`config.mk`:
```
export PLATFORM = sky130hd
export DESIGN_NAME = fs_frame_receiver
export DESIGN_NICKNAME = d
export VERILOG_FILES = /design/src/rtl/fs_link_pkg.sv /design/src/rtl/fs_slot_shifter.sv /design/src/rtl/fs_frame_receiver.sv
export SDC_FILE = /design/constraint.sdc
export NUM_CORES = 1
export LEC_CHECK = 0
export BUFFER_PORTS_ARGS = -buffer_cell sky130_fd_sc_hd__buf_2
export CAP_MARGIN = 20
export CORE_ASPECT_RATIO = 1.5
export CORE_MARGIN = 2
export CORE_UTILIZATION = 40
export CTS_CLUSTER_DIAMETER = 150
export DETAILED_ROUTE_END_ITERATION = 7
export GPL_TIMING_DRIVEN = 1
export SYNTH_ARGS = -nofsm -noshare
export SYNTH_HDL_FRONTEND = slang
export SYNTH_SLANG_ARGS = --single-unit
```
`constraint.sdc`:
```
create_clock -name clk -period 2.1 [get_ports clk]
set_clock_uncertainty 0.2 [all_clocks]
set_input_delay 0.21 -clock clk [delete_from_list [all_inputs] [get_ports clk]]
set_output_delay 0.21 -clock clk [all_outputs]
set_load 0.005 [all_outputs]
```
`src/rtl/fs_link_pkg.sv`:
```
`default_nettype none
// ============================================================================
// fs_link_pkg : shared state encoding and slot indexing for the Fs link
// Revision    : 1.0
// ============================================================================
package fs_link_pkg;

  localparam int NUM_SLOTS = 4;

  typedef logic [1:0] slot_idx_t;

  localparam slot_idx_t SLOT_FIRST = 2'd0;
  localparam slot_idx_t SLOT_LAST  = 2'd3;

  typedef logic [2:0] state_t;

  localparam state_t ST_IDLE      = 3'd0;
  localparam state_t ST_WAIT_SLOT = 3'd1;
  localparam state_t ST_SHIFT     = 3'd2;
  localparam state_t ST_ACK       = 3'd3;
  localparam state_t ST_DONE      = 3'd4;
  localparam state_t ST_SENACK    = 3'd5;

  // Slot index as driven by the transmitter on {bit1,bit0}.
  function automatic slot_idx_t slot_index(input logic b1, input logic b0);
    return {b1, b0};
  endfunction

endpackage
`default_nettype wire

```
`src/rtl/fs_slot_shifter.sv`:
```
`default_nettype none
// ============================================================================
// fs_slot_shifter : MSB-first slot shift register with strobe counter
// Revision        : 1.0
// ============================================================================
module fs_slot_shifter #(
  parameter int WIDTH = 8
) (
  input  logic             clk,
  input  logic             reset,
  input  logic             i_clear,
  input  logic             i_shift,
  input  logic             i_sdata,
  output logic [WIDTH-1:0] o_data,
  output logic             o_done
);

  localparam int BW = $clog2(WIDTH + 1);

  logic [WIDTH-1:0] r_data;
  logic [BW-1:0]    r_bitcnt;

  // Asserted on the strobe that completes the slot.
  assign o_done = i_shift && !i_clear && (r_bitcnt == BW'(WIDTH - 1));
  assign o_data = r_data;

  always_ff @(posedge clk or negedge reset) begin
    if (!reset) begin
      r_data   <= '0;
      r_bitcnt <= '0;
    end else if (i_clear) begin
      r_data   <= '0;
      r_bitcnt <= '0;
    end else if (i_shift) begin
      r_data   <= {r_data[WIDTH-2:0], i_sdata};
      r_bitcnt <= r_bitcnt + BW'(1);
    end
  end

endmodule
`default_nettype wire

```
`src/rtl/fs_frame_receiver.sv`:
```
`default_nettype none
// ============================================================================
// fs_frame_receiver : Fs link receive end; assembles four slots per frame and
//                     returns ack/senack handshakes to the transmitter
// Revision          : 1.0
// ============================================================================
module fs_frame_receiver
  import fs_link_pkg::*;
#(
  parameter int WIDTH   = 8,
  parameter int TIMEOUT = 255
) (
  input  logic                       clk,
  input  logic                       reset,
  input  logic                       fs,
  input  logic                       cclear,
  input  logic                       bit0,
  input  logic                       bit1,
  input  logic                       dt,
  input  logic                       sdata,
  output logic                       ack,
  output logic                       senack,
  output logic [NUM_SLOTS*WIDTH-1:0] rdata,
  output logic                       rvalid,
  input  logic                       rready,
  output logic                       err
);

  localparam int TW = $clog2(TIMEOUT + 1);
  localparam int FW = NUM_SLOTS * WIDTH;
  localparam int BUFW = (NUM_SLOTS - 1) * WIDTH;
  localparam logic [TW-1:0] c_TMAX = TW'(TIMEOUT - 1);

  state_t          r_state;
  slot_idx_t       r_expected;
  logic [BUFW-1:0] r_buf;
  logic [FW-1:0]   r_rdata;
  logic            r_rvalid;
  logic            r_ack;
  logic            r_senack;
  logic            r_err;
  logic [TW-1:0]   r_tcnt;

  state_t          w_next;
  slot_idx_t       w_exp_next;
  logic            w_err;
  logic            w_sh_clear;
  logic            w_sh_shift;
  logic            w_sh_done;
  logic [WIDTH-1:0] w_sh_data;
  logic            w_buf_clear;
  logic            w_slot_wr;
  logic            w_inframe;
  logic            w_timeout;
  logic [FW-1:0]   w_frame;

  fs_slot_shifter #(.WIDTH(WIDTH)) u_shifter (
    .clk     (clk),
    .reset   (reset),
    .i_clear (w_sh_clear),
    .i_shift (w_sh_shift),
    .i_sdata (sdata),
    .o_data  (w_sh_data),
    .o_done  (w_sh_done)
  );

  assign w_inframe = (r_state == ST_WAIT_SLOT) || (r_state == ST_SHIFT) ||
                     (r_state == ST_ACK);
  assign w_timeout = w_inframe && !fs && !cclear && !dt && (r_tcnt == c_TMAX);
  // Slot 3 is still in the shifter when the frame completes.
  assign w_frame   = {w_sh_data, r_buf};

  always_comb begin
    w_next      = r_state;
    w_exp_next  = r_expected;
    w_err       = 1'b0;
    w_sh_clear  = 1'b0;
    w_sh_shift  = 1'b0;
    w_buf_clear = 1'b0;
    w_slot_wr   = 1'b0;
    if (w_inframe && fs) begin
      w_err       = 1'b1;
      w_next      = ST_WAIT_SLOT;
      w_exp_next  = SLOT_FIRST;
      w_buf_clear = 1'b1;
    end else begin
      case (r_state)
        ST_IDLE: begin
          if (fs) begin
            w_next      = ST_WAIT_SLOT;
            w_exp_next  = SLOT_FIRST;
            w_buf_clear = 1'b1;
          end
        end
        ST_WAIT_SLOT: begin
          if (cclear) begin
            if (slot_index(bit1, bit0) == r_expected) begin
              w_next     = ST_SHIFT;
              w_sh_clear = 1'b1;
            end else begin
              w_err  = 1'b1;
              w_next = ST_IDLE;
            end
          end else if (w_timeout) begin
            w_err  = 1'b1;
            w_next = ST_IDLE;
          end
        end
        ST_SHIFT: begin
          if (cclear) begin
            w_sh_clear = 1'b1;
          end else if (dt) begin
            w_sh_shift = 1'b1;
            if (w_sh_done) begin
              w_next = ST_ACK;
            end
          end else if (w_timeout) begin
            w_err  = 1'b1;
            w_next = ST_IDLE;
          end
        end
        ST_ACK: begin
          if (!cclear && !dt) begin
            if (r_expected == SLOT_LAST) begin
              w_next = ST_DONE;
            end else begin
              w_slot_wr  = 1'b1;
              w_next     = ST_WAIT_SLOT;
              w_exp_next = r_expected + 2'd1;
            end
          end
        end
        ST_DONE: begin
          if (rready) begin
            w_next = ST_SENACK;
          end
        end
        ST_SENACK: begin
          if (!fs) begin
            w_next = ST_IDLE;
          end
        end
        default: begin
          w_next = ST_IDLE;
        end
      endcase
    end
  end

  always_ff @(posedge clk or negedge reset) begin
    if (!reset) begin
      r_state    <= ST_IDLE;
      r_expected <= SLOT_FIRST;
      r_buf      <= '0;
      r_rdata    <= '0;
      r_rvalid   <= 1'b0;
      r_ack      <= 1'b0;
      r_senack   <= 1'b0;
      r_err      <= 1'b0;
      r_tcnt     <= '0;
    end else begin
      r_state    <= w_next;
      r_expected <= w_exp_next;
      r_ack      <= (w_next == ST_ACK);
      r_senack   <= (w_next == ST_SENACK);
      r_rvalid   <= (w_next == ST_DONE);
      r_err      <= w_err;
      if (w_buf_clear) begin
        r_buf <= '0;
      end else if (w_slot_wr) begin
        r_buf[int'(r_expected)*WIDTH +: WIDTH] <= w_sh_data;
      end
      if (r_state == ST_ACK && w_next == ST_DONE) begin
        r_rdata <= w_frame;
      end
      // Idle counter only advances while nothing happens inside a frame.
      if (!w_inframe || (w_next != r_state) || fs || cclear || dt) begin
        r_tcnt <= '0;
      end else begin
        r_tcnt <= r_tcnt + TW'(1);
      end
    end
  end

  assign ack    = r_ack;
  assign senack = r_senack;
  assign rdata  = r_rdata;
  assign rvalid = r_rvalid;
  assign err    = r_err;

endmodule
`default_nettype wire

```
# --- Word level (Yosys, flattened, before mapping) ---
# Cells that the tools add are included.
classes:
  addsub: 4
  n_eq_ne: 16
  shifts: 2
  mux: 49
  reduce_logical: 25
op_table:
  columns: ["cell", "n"]
  rows:
  - ["2-to-1 mux 24 bit", 2]
  - ["2-to-1 mux 3 bit", 11]
  - ["negation 5 -> 33 bit", 1]
  - ["variable shift 8 x 33 -> 24 bit (first input constant)", 1]
  - ["variable part select 8 x 33 -> 24 bit", 1]
  - ["bitwise mux 24 bit", 1]
  - ["2-to-1 mux 8 bit", 3]
  - ["2-to-1 mux 1 bit", 21]
  - ["one-hot mux 3 bit (6 select lines)", 1]
  - ["== test 3 bit (second input constant)", 4]
  - ["2-to-1 mux 2 bit", 5]
  - ["== test 3 x 2 -> 1 bit (second input constant)", 3]
  - ["logical AND 1 bit", 9]
  - ["adder 8 x 1 -> 8 bit (second input constant)", 1]
  - ["== test 8 bit (second input constant)", 1]
  - ["2-to-1 mux 4 bit", 2]
  - ["logical OR 1 bit", 6]
  - ["!= test 3 bit (second input constant)", 2]
  - ["zero test 1 bit", 5]
  - ["adder 4 x 1 -> 4 bit (second input constant)", 1]
  - ["== test 4 x 3 -> 1 bit (second input constant)", 1]
  - ["one-hot mux 1 bit (2 select lines)", 2]
  - ["one-hot mux 2 bit (2 select lines)", 1]
  - ["AND reduction 4 bit", 1]
  - ["other kinds (9)", 10]
totals:
  register_bits: 85
  inputBits: 9
  out_inout_bits: 36

# --- Logic depth before layout (Yosys ltp) ---
# Gate-level depths: netlist of run 1.
logic_depth:
  word_depth: 19
  mapped_depth: 6
  mapped_depth_nobuf: 6

# --- Modules after synthesis ---
# Synthesis of run 1 repeated with hierarchy kept, for this count alone.
hier_totals:
  hier_cells: 299
  area_unflattened_um2: 3723.6
modules_own_cells:
  columns: ["module", "instances", "cells_per_inst", "area_each_um2"]
  rows:
  - ["fs_frame_receiver", 1, 255, 3165.5]
  - ["fs_slot_shifter", 1, 44, 558.0]

# --- Least setup slack after synthesis of run 1 ---
# Ideal clock, no wire load.
synth_timing:
  kind: "register to register"
  start: "register r_expected[0]"
  end: "register r_buf[16]"
  setup_time_ns: 0.067
  arrival_time_ns: 1.828
  required_ns: 1.833
  setup_slack_ns: 0.005
  stages_incl_launch_ff: 5
  n_path_buf: 0
  synth_period_minus_slack_ns: 2.095
  cell_sequence: "dfrtp_1 > ha_1 > or4_1 > nor4_4 > a22o_1"
synth_via:
  elab_chain_len: 6
  elab_cells_between_ends: 12
synth_rtl:
  columns: ["item", "line_no", "source"]
  rows:
  - ["start: declaration", "fs_frame_receiver.sv:35", "slot_idx_t r_expected;"]
  - ["start signal: assignment", "fs_frame_receiver.sv:163", "r_expected <= w_exp_next;"]
  - ["parallel branches: the longest is 6 deep, another holds negation 5 -> 33 bit", null, null]
  - ["end signal: indexed assignment", "fs_frame_receiver.sv:171", "r_buf[int'(r_expected)*WIDTH +: WIDTH] <= w_sh_data;"]
  - ["end: declaration", "fs_frame_receiver.sv:36", "logic [BUFW-1:0] r_buf;"]
# Several ways; the timed one is not identified. The select of a mux whose other input is x is not followed.
# A chain may end at the register's enable or synchronous reset.

# --- Worst setup path in the final report of run 1 ---
layout_timing:
  start: "register r_state[2]"
  end: "register r_buf[23]"
layout_via:
  elab_chain_len: 6
  elab_cells_between_ends: 13
layout_rtl:
  columns: ["item", "line_no", "source"]
  rows:
  - ["start: declaration", "fs_frame_receiver.sv:34", "state_t r_state;"]
  - ["start signal: assignment", "fs_frame_receiver.sv:162", "r_state <= w_next;"]
  - ["== test 3 x 1 -> 1 bit / == test 3 x 2 -> 1 bit (equally long branches)", "fs_frame_receiver.sv:67", "assign w_inframe = (r_state == ST_WAIT_SLOT) || (r_state == ST_SHIFT) ||"]
  - ["logical OR 1 bit (2 in series)", "fs_frame_receiver.sv:67", null]
  - ["logical AND 1 bit", "fs_frame_receiver.sv:81", "if (w_inframe && fs) begin"]
  - ["2-to-1 mux 1 bit", "fs_frame_receiver.sv:81", null]
  - ["2-to-1 mux 24 bit / nonzero test 2 bit (equally long branches)", null, null]
# Several ways; a longest one is shown, not always the timed one.

==> results of run 1 <==
power by group through the flow:
| stage | clock network (mW) | registers (mW) | logic, mW |
|---|---|---|---|
| finish | 1.77 | 1.73 | 0.430 |
| global route | 1.87 | 1.74 | 0.480 |
| CTS | 1.80 | 1.73 | 0.419 |
| detailed placement | 0 | 1.76 | 0.414 |
| global placement | 0 | 1.76 | 0.410 |
| floorplan | 0 | 1.74 | 0.246 |
layer usage:
layer  track usage  vias to the layer above
met5             0                        -
met2        0.2800                       49
met4        0.1031                        0
li1              -                     1206
met1        0.2103                     1266
met3       0.02902                       18
sequential cells by signal, summed over array words and instances, names as in the netlist:
name                flops
senack                  1
u_shifter.o_data        8
ack                     1
r_tcnt                  8
r_buf                  24
rdata                  32
u_shifter.r_bitcnt      4
rvalid                  1
r_state                 3
r_expected              2
err                     1
layout make-up:
class                           instances  area [um2]  share of cell area
Multi-Input combinational cell        188        1456              0.3205
Timing Repair Buffer                   72       466.7              0.1027
Inverter                                7       26.28            0.005782
Sequential cell                        85        2127              0.4681
Clock buffer                           11       232.7             0.05121
Tap cell                              110       137.6             0.03029
Clock inverter                          4       97.59             0.02148
per-stage QoR:
stage	hold WS, ps	utilization	area [um2]	TNS (ps)	setup slack (ps)
2_1_floorplan	-285.6	-	3643	0	5.133
6_report	96.18	0.5147	4544	0	103.6
4_1_cts	110.8	0.5106	4508	0	7.621
3_3_place_gp	-26.95	0.4709	4158	0	20.59
5_1_grt	123.9	0.5147	4544	-3.720	-3.720
3_5_place_dp	-19.63	0.4709	4158	0	22.09
kinds of logic after synthesis:
| logic type | count (synthesis) | share of synthesized area |
|---|---|---|
| compound gates | 65 | 0.1281 |
| fa+ha+maj | 7 | 0.02404 |
| simple gates | 71 | 0.1075 |
| mux | 34 | 0.1047 |
| xor+xnor | 11 | 0.02644 |
| flops | 85 | 0.5838 |
| buf+inv | 20 | 0.02541 |
worst min-delay path: stages:
cell      delay [ps]
buf_2             90
xnor2_1           90
nand4_1          130
a221oi_2          70
timing repair:
| action | in CTS | in global routing |
|---|---|---|
| endpoints found under the setup margin | 0 | 34 |
| endpoints found under the hold margin | 31 | 0 |
| resized for setup | 0 | 11 |
| hold buffers | 2 | 0 |
how the worst min path moves through the flow:
stage / start / to / slack, ps / cells past startpoint
6_report: bit1 / r_state[1]$_DFF_PN0_ / 100 / 4
5_1_grt: fs / r_state[1]$_DFF_PN0_ / 120 / 3
4_1_cts: bit1 / r_state[1]$_DFF_PN0_ / 110 / 4
3_5_place_dp: reset / rdata[10]$_DFFE_PN0P_ / -20 / 1
3_3_place_gp: reset / rdata[10]$_DFFE_PN0P_ / -30 / 1
2_1_floorplan: reset / ack$_DFF_PN0_ / -290 / 0
cell usage in the layout, fill, tap and decap left out, types with 4 or more instances in the layout:
cell,instances
nor3_1,4
a22o_1,24
dfrtp_1,85
ha_1,7
clkbuf_16,9
a21oi_1,5
buf_2,43
nor2_1,10
inv_1,7
xnor2_1,8
o21ai_0,16
nand2_1,26
nand3_1,6
buf_4,24
a211oi_1,9
mux2_2,33
==> out/results.ini, run 1 <==
[power]
internal_power_mw = 3.025
fin_total_pwr_mw = 3.931
switchingPower_mw = 0.9063
irDropWorstVdd_v = 0.0004889
switching_share = 0.2305
pwr-share-clk = 0.450
combPwrFrac = 0.109
powerDensity_mw_per_mm2 = 865.1
pwr-share-seq = 0.441
power_leakage_nw = 2.245

[route]
top_layer = met4
routed-wl-met2_um = 3983
totalWireLength_um = 7849
wl_per_cell_um = 16.45
ant_nets = 0
num_vias = 2539
wl_met3_um = 231
avgViaCountPerCell = 5.323
firstDrtPassIters = 4
drt_iter0_drc = 132
m1WireLength_um = 3363
remaining_drc_errors = 0

[floorplanning]
ios = 45
initial_core_util = 0.4127
dieHeight_um = 120.9
die_x_um = 81.93
rows = 42
core_area_mm2 = 0.008828
dieArea_mm2 = 0.009904

[placed_design]
port_buffers = 44
place_hpwl_um = 5412
dp_cells = 460
gp_congestion = 0.9799

[global_routing]
grt_pass1_vias = 2615
overflow = 0
antenna_found_initial = 0
grt_pass1_wl_um = 12870
grt_usage = 0.1725
grt_max_degree = 42

[clocking]
clk_latency_ps = 340
cts_buffers = 9
clock_sinks = 85
h-tree-depth = 3
ctsRootBufferMaster = clkbuf_16
postCtsSetupBuffers = 0
clk_pin_slew_ps = 60
cts_max_path_buffers = 2
cts_tree = yes

[setup_path]
reg2reg_depth = 6
required_ps = 2170
crit_type = reg -> reg
crit_start = r_state[2]$_DFF_PN0_
r2r_start = r_state[2]$_DFF_PN0_
arrival_ps = 2070
critPathCapture = r_buf[23]$_DFFE_PN0P_
cp_cell_sequence = buf_4, nand3b_1, or4_4, nor4_4, buf_6, a22o_1
crit_cells = 6
crit_fanout = 9
crit_family = simple AND/OR/NAND/NOR gates
crit_slowest_cell = or4_4
path_buf_inv = 2
r2r-end = r_buf[23]$_DFFE_PN0P_
end_kind = register
crit_path_start_kind = register
r2r_slack_ps = 100
cpPeakStageDelay_ps = 460

[synth]
ys_ff_latch = 85
synth_top_area_frac = 0.5838
synth_edf_count = 0
yosysWarningCount = 0
ys_seq_area_frac = 0.5838
syn_area_mm2 = 0.003643
synthTopCellsByArea = dfrtp_1, mux2_2, a22o_1
yosysMostFrequentCell = dfrtp_1
syn-num-nets = 309
yosys-top-cells-count = dfrtp_1, mux2_2, nand2_1
async_flop_share = 1.000
avgSynthCellArea_um2 = 12.44
ys.flop_type = dfrtp_1
syn_inst = 293
yosys.area.top_type = dfrtp_1
synth_cell_types = 42

[final_layout]
syn_to_final_growth_pct = 24.73
nNetsFinal = 379
drive_above_1_share = 0.3460
stdcell_count = 477
n_fill_cell = 770
antenna_cells = 0

[timing]
final_hold_viol_count = 0
fmax_ghz = 0.5009
drv_slew = 0
slew_headroom = 0.7169
fin_crit_ps = 1996
worst_pin_slew_ps = 423.1
setup_viol = 0
finalCritPeriodShare = 0.9507
rsz0062_at_grt = yes

[flow_run]
cap_violations = 0

[outcome]
status = complete, no violations

[hold_path]
hold_path.class = in -> reg

Power figures use the tool's default switching activity.
==> inputs of run 2 (changes only) <==
- SYNTH_HIERARCHICAL: default -> 1
==> run 2 against run 1 <==
Net effect:
- the flow now finishes with violations (setup timing)
- setup slack got worse by 740 ps
- hold slack got worse by 71 ps
- utilization increased by 3.9 points
- flip-flop and latch count stayed put
- count of clock-buffer cells in the layout rose by 1
- power is 9.5% lower
- cell area grew 11%
- die area grew 2.1%
- via count rose by 8.0%
- largest cell class unchanged
==> out/results.ini, run 2 <==
[synth]
ys.flop_type = dfrtp_1
async_flop_share = 1.000
yosys-top-cells-count = dfrtp_1, mux2_2, nand2_1
yosysMostFrequentCell = dfrtp_1
synth-adder-area-share = 0.02352
syn_inst = 299
synth_top_area_frac = 0.5712
synthMuxAreaShare = 0.1280
yosys.area.top_type = dfrtp_1
synth_edf_count = 0
avgSynthCellArea_um2 = 12.45
ys_ff_latch = 85
syn_area_mm2 = 0.003724
synth-simple-area-share = 0.1250
yosysWarningCount = 6
synth_compound_area_frac = 0.1045
ys_seq_area_frac = 0.5712
synthXorXnorAreaFrac = 0.02117
synth_cell_types = 47
synth_top_family_by_area = multiplexers
synthTopCellsByArea = dfrtp_1, mux2_2, a22o_1
syn-num-nets = 315

[timing]
setup_viol = 46
fin_crit_ps = 2740
setup_ws_ps = -640.5
slew_headroom = 0.5315
fmax_ghz = 0.3649
final_hold_viol_count = 0
rsz0062_at_grt = yes
drv_slew = 0
hold_slack_ps = 25.62
worst_pin_slew_ps = 693.0
finalCritPeriodShare = 1.305

[setup_path]
reg2reg_depth = 11
arrival_ps = 2740
crit_type = reg -> reg
crit_fanout = 8
end_kind = register
crit_path_start_kind = register
required_ps = 2100

[floorplanning]
dieHeight_um = 122.2
dieArea_mm2 = 0.01011
die_x_um = 82.78
initial_core_util = 0.4071
core_area_mm2 = 0.009146
rows = 43
ios = 45

[final_layout]
nNetsFinal = 425
final_common_cell = dfrtp_1
syn_to_final_growth_pct = 36.02
drive_above_1_share = 0.4806
largest_register_ffs = 32
antenna_cells = 0
final_cell_mix = dfrtp_1, buf_4, buf_2

[clocking]
clock_sinks = 85
cts_buffers = 9
clk_latency_ps = 340
cts_tree = yes
clk_pin_slew_ps = 60
h-tree-depth = 3
cts_max_path_buffers = 2
ctsRootBufferMaster = clkbuf_16

[route]
totalWireLength_um = 8789
ant_nets = 0
remaining_drc_errors = 0
wl_per_cell_um = 16.77
num_vias = 2743
avgViaCountPerCell = 5.235
firstDrtPassIters = 4
drt_iter0_drc = 171

[global_routing]
grt_pass1_wl_um = 13830
grt_pass1_vias = 2713
grt_max_degree = 55
overflow = 0
grt_usage = 0.1837
antenna_found_initial = 0

[placed_design]
gp_congestion = 0.8320
dp_slack_ps = -690.6
place_hpwl_um = 5709
port_buffers = 44

[flow_run]
cap_violations = 0

[hold_path]
hold_path.class = in -> async

[power]
irDropWorstVdd_v = 0.0004853
power_leakage_nw = 2.555
powerDensity_mw_per_mm2 = 702.2

[outcome]
status = finished with violations
failed_checks = setup timing

## run 2: cell types whose count changed in the layout (fill, tap and decap cells not counted), sizes merged, moves of 3 or more
cell,before,now
a22o,24,16
and2,0,3
and3,4,1
buf,70,109
mux2i,1,9
nand2,26,23
nor2,10,21
nor2b,1,4
nor3b,3,0
o21ai,16,10
xnor2,8,5
## run 2: what timing repair did
action / CTS / global route
buffers inserted: 7 / 6
endpoints found under the hold margin: 86 / 0
resized for setup: 14 / 45
endpoints found under the setup margin: 42 / 69
cloned: 0 / 3
pin swaps: 10 / 7
hold buffers: 2 / 0
## run 2: kinds of logic (layout without fill, tap and decap cells)
group	count (synthesis)	after routing
flip-flops	85	85
AND/OR/NAND/NOR	84	84
AO/OA/AOI/OAI	51	51
multiplexers	43	43
buffers and inverters	20	133
XOR/XNOR	9	9
adder cells (fa/ha/maj)	7	7
## run 2: critical path: stages (launching register included)
cell and delay, ps:
dfrtp_1 390, xor2_1 180, nor3_2 180, o211a_1 190
nor2_2 50, and4_1 180, nor2b_1 120, and4b_1 180
or4_4 450, o2111ai_4 240, buf_12 160, a211oi_2 60
## run 2: layout make-up
class,count,area (um2)
repair buffers,112,825.8
well taps,112,140.1
multi-input cells,194,1663
flip-flops and latches,85,2128
clock buffers,12,246.5
clock inverters,2,35.03
inverters,7,26.28
fillers,801,4081
## run 2: where the power goes
group / internal, mW / switching [mW]
registers: 1.66 / 0.0174
clock network: 0.939 / 0.595
logic: 0.157 / 0.190
total: 2.75 / 0.802
## run 2: path summary, 6_finish.rpt
path,from,endpoint,slack (ps)
max,r_expected[1]$_DFFE_PN0P_,r_tcnt[3]$_DFF_PN0_,-640
min,reset,err$_DFF_PN0_,30
max reg2reg,r_expected[1]$_DFFE_PN0P_,r_tcnt[3]$_DFF_PN0_,-640
min reg2reg,r_buf[3]$_DFFE_PN0P_,r_buf[3]$_DFFE_PN0P_,290
max in group asynchronous,reset,rdata[8]$_DFFE_PN0P_,1120
min in group clk,fs,err$_DFF_PN0_,120
## run 2: through the flow
stage / total power, mW / std cells / util / TNS [ps] / instance area [um2]
5_1_grt: 3.695 / 524 / 0.5538 / -13670 / 5065
4_1_cts: 3.569 / 515 / 0.5317 / -6041 / 4863
2_1_floorplan: 1.852 / 299 / - / -5636 / 3777
3_3_place_gp: 1.997 / 492 / 0.4858 / -9048 / 4443
3_5_place_dp: 2.002 / 492 / 0.4858 / -9523 / 4443
6_report: 3.557 / 524 / 0.5538 / -10310 / 5065
## run 2: per-layer routing
metal,up-vias,part of all wire,wire length [um],global-route usage
li1,1289,-,-,-
met1,1383,0.42,3664,0.2476
met2,61,0.53,4650,0.2898
met3,10,0.039,344,0.04148
met4,0,0.015,129,0.06455
met5,-,0,0,0
==> inputs of run 3 (changes only) <==
- HOLD_SLACK_MARGIN: default -> 0.15
==> run 3 against run 2 <==
Net effect:
- the run still ends with setup timing left
- sequential power is essentially flat
- hold slack improved by 190 ps
- highest routed layer unchanged
- register-to-register slack better by 20 ps
- die area stayed put
- via count increased by 0.36%
- utilization up 0.33 points
- non-clock buffer count is 3 higher
- first-iteration DRC count up 11%
- clock power about the same
- critical endpoint unchanged
==> out/results.ini, run 3 (synthesis results as in run 2) <==
[outcome]
status = finished with violations
failed_checks = setup timing

[power]
powerDensity_mw_per_mm2 = 699.1
power_leakage_nw = 2.568
irDropWorstVdd_v = 0.0004854
fin_total_pwr_mw = 3.562

[placed_design]
dp_cells = 492
gp_congestion = 0.8320
port_buffers = 44
place_hpwl_um = 5709
dp_slack_ps = -690.6

[clocking]
cts_tree = yes
ctsRootBufferMaster = clkbuf_16
clock_sinks = 85
h-tree-depth = 3
cts_max_path_buffers = 2
clk_pin_slew_ps = 60
cts_buffers = 9
clk_latency_ps = 340

[timing]
fmax_ghz = 0.3670
setup_ws_ps = -624.5
final_hold_viol_count = 0
hold_slack_ps = 217.6
rsz0062_at_grt = yes
slew_headroom = 0.5373
worst_pin_slew_ps = 684.5
finalCritPeriodShare = 1.297
drv_slew = 0
fin_crit_ps = 2725
setup_viol = 46

[setup_path]
crit_slowest_cell = or4_4
end_kind = register
required_ps = 2100
arrival_ps = 2720
crit_family = simple AND/OR/NAND/NOR gates
cpPeakStageDelay_ps = 450
cp_cell_sequence = xor2_1, nor3_2, o211a_1, nor2_2, and4_1, nor2b_1, and4b_1, or4_4, o2111ai_4, buf_12, a211oi_2
crit_type = reg -> reg
path_buf_inv = 1
crit_fanout = 8
crit_path_start_kind = register

[final_layout]
final_cell_mix = dfrtp_1, buf_4, buf_2
drive_above_1_share = 0.4771
largest_register_ffs = 32
fin_util = 0.5570
n_fill_cell = 798
antenna_cells = 0
final_common_cell = dfrtp_1
syn_to_final_growth_pct = 36.83
stdcell_count = 527
nNetsFinal = 428

[floorplanning]
initial_core_util = 0.4071
dieArea_mm2 = 0.01011
die_x_um = 82.78
ios = 45
dieHeight_um = 122.2
core_area_mm2 = 0.009146
rows = 43

[route]
num_vias = 2753
wl_per_cell_um = 16.76
totalWireLength_um = 8830
firstDrtPassIters = 4
drt_iter0_drc = 190
avgViaCountPerCell = 5.224
remaining_drc_errors = 0
ant_nets = 0

[flow_run]
cap_violations = 0

[global_routing]
antenna_found_initial = 0
grt_pass1_vias = 2732
overflow = 0
grt_pass1_wl_um = 13890
grt_usage = 0.1845
grt_max_degree = 55

[hold_path]
hold_path.class = in -> async

run 3: cell count changes in the layout (fill, tap and decap cells not counted):
cell / previous run / this run
dlygate4sd3_1: 2 / 5
run 3: tightest hold or removal path, cell delays in order:
cell	delay (ps)
dlygate4sd3_1	530
buf_4	130
buf_12	260
run 3: path summary, 6_finish.rpt:
kind,startpoint,to,slack (ps),cells after the start
worst min register to register,r_buf[3]$_DFFE_PN0P_,r_buf[3]$_DFFE_PN0P_,290,2
worst max register to register,r_expected[1]$_DFFE_PN0P_,r_tcnt[3]$_DFF_PN0_,-620,11
worst min-delay path,reset,r_buf[15]$_DFFE_PN0P_,220,3
min in group clk,fs,r_state[1]$_DFF_PN0_,270,4
max in group asynchronous,reset,r_expected[0]$_DFFE_PN0P_,880,3
worst max-delay path,r_expected[1]$_DFFE_PN0P_,r_tcnt[3]$_DFF_PN0_,-620,11
run 3: area by class of cell:
class / instances / area [um2] / share of cell area
well taps: 112 / 140.1 / 0.02750
clock inverters: 2 / 35.03 / 0.006876
repair buffers: 115 / 855.8 / 0.1680
inverters: 7 / 26.28 / 0.005157
flip-flops and latches: 85 / 2128 / 0.4177
clock buffers: 12 / 246.5 / 0.04838
multi-input cells: 194 / 1663 / 0.3264
run 3: power by group:
group | switching (mW) | internal (mW)
sequential | 0.0175 | 1.66
combinational | 0.191 | 0.161
clock | 0.595 | 0.939
total | 0.803 | 2.76
run 3: repair_timing:
action | 4_1_cts | 5_1_grt
gates resized for setup | 14 | 45
hold buffers | 4 | 1
setup endpoints to repair | 42 | 69
pin swaps | 10 | 7
setup buffers | 7 | 6
endpoints found under the hold margin | 87 | 1
gates cloned | 0 | 3
run 3: layer usage:
metal / up-vias / track usage / routed length (um) / share of wire
met1: 1390 / 0.2476 / 3735 / 0.42
met5: - / 0 / 0 / 0
met3: 10 / 0.04148 / 304 / 0.034
li1: 1295 / - / - / -
met2: 58 / 0.2923 / 4661 / 0.53
met4: 0 / 0.06455 / 129 / 0.015
run 3: metrics by stage:
stage               setup TNS, ps  area (um2)
detailed placement          -9523        4443
global route               -13670        5095
finish                     -10190        5095
floorplan                   -5636        3777
CTS                         -6041        4883
global placement            -9048        4443
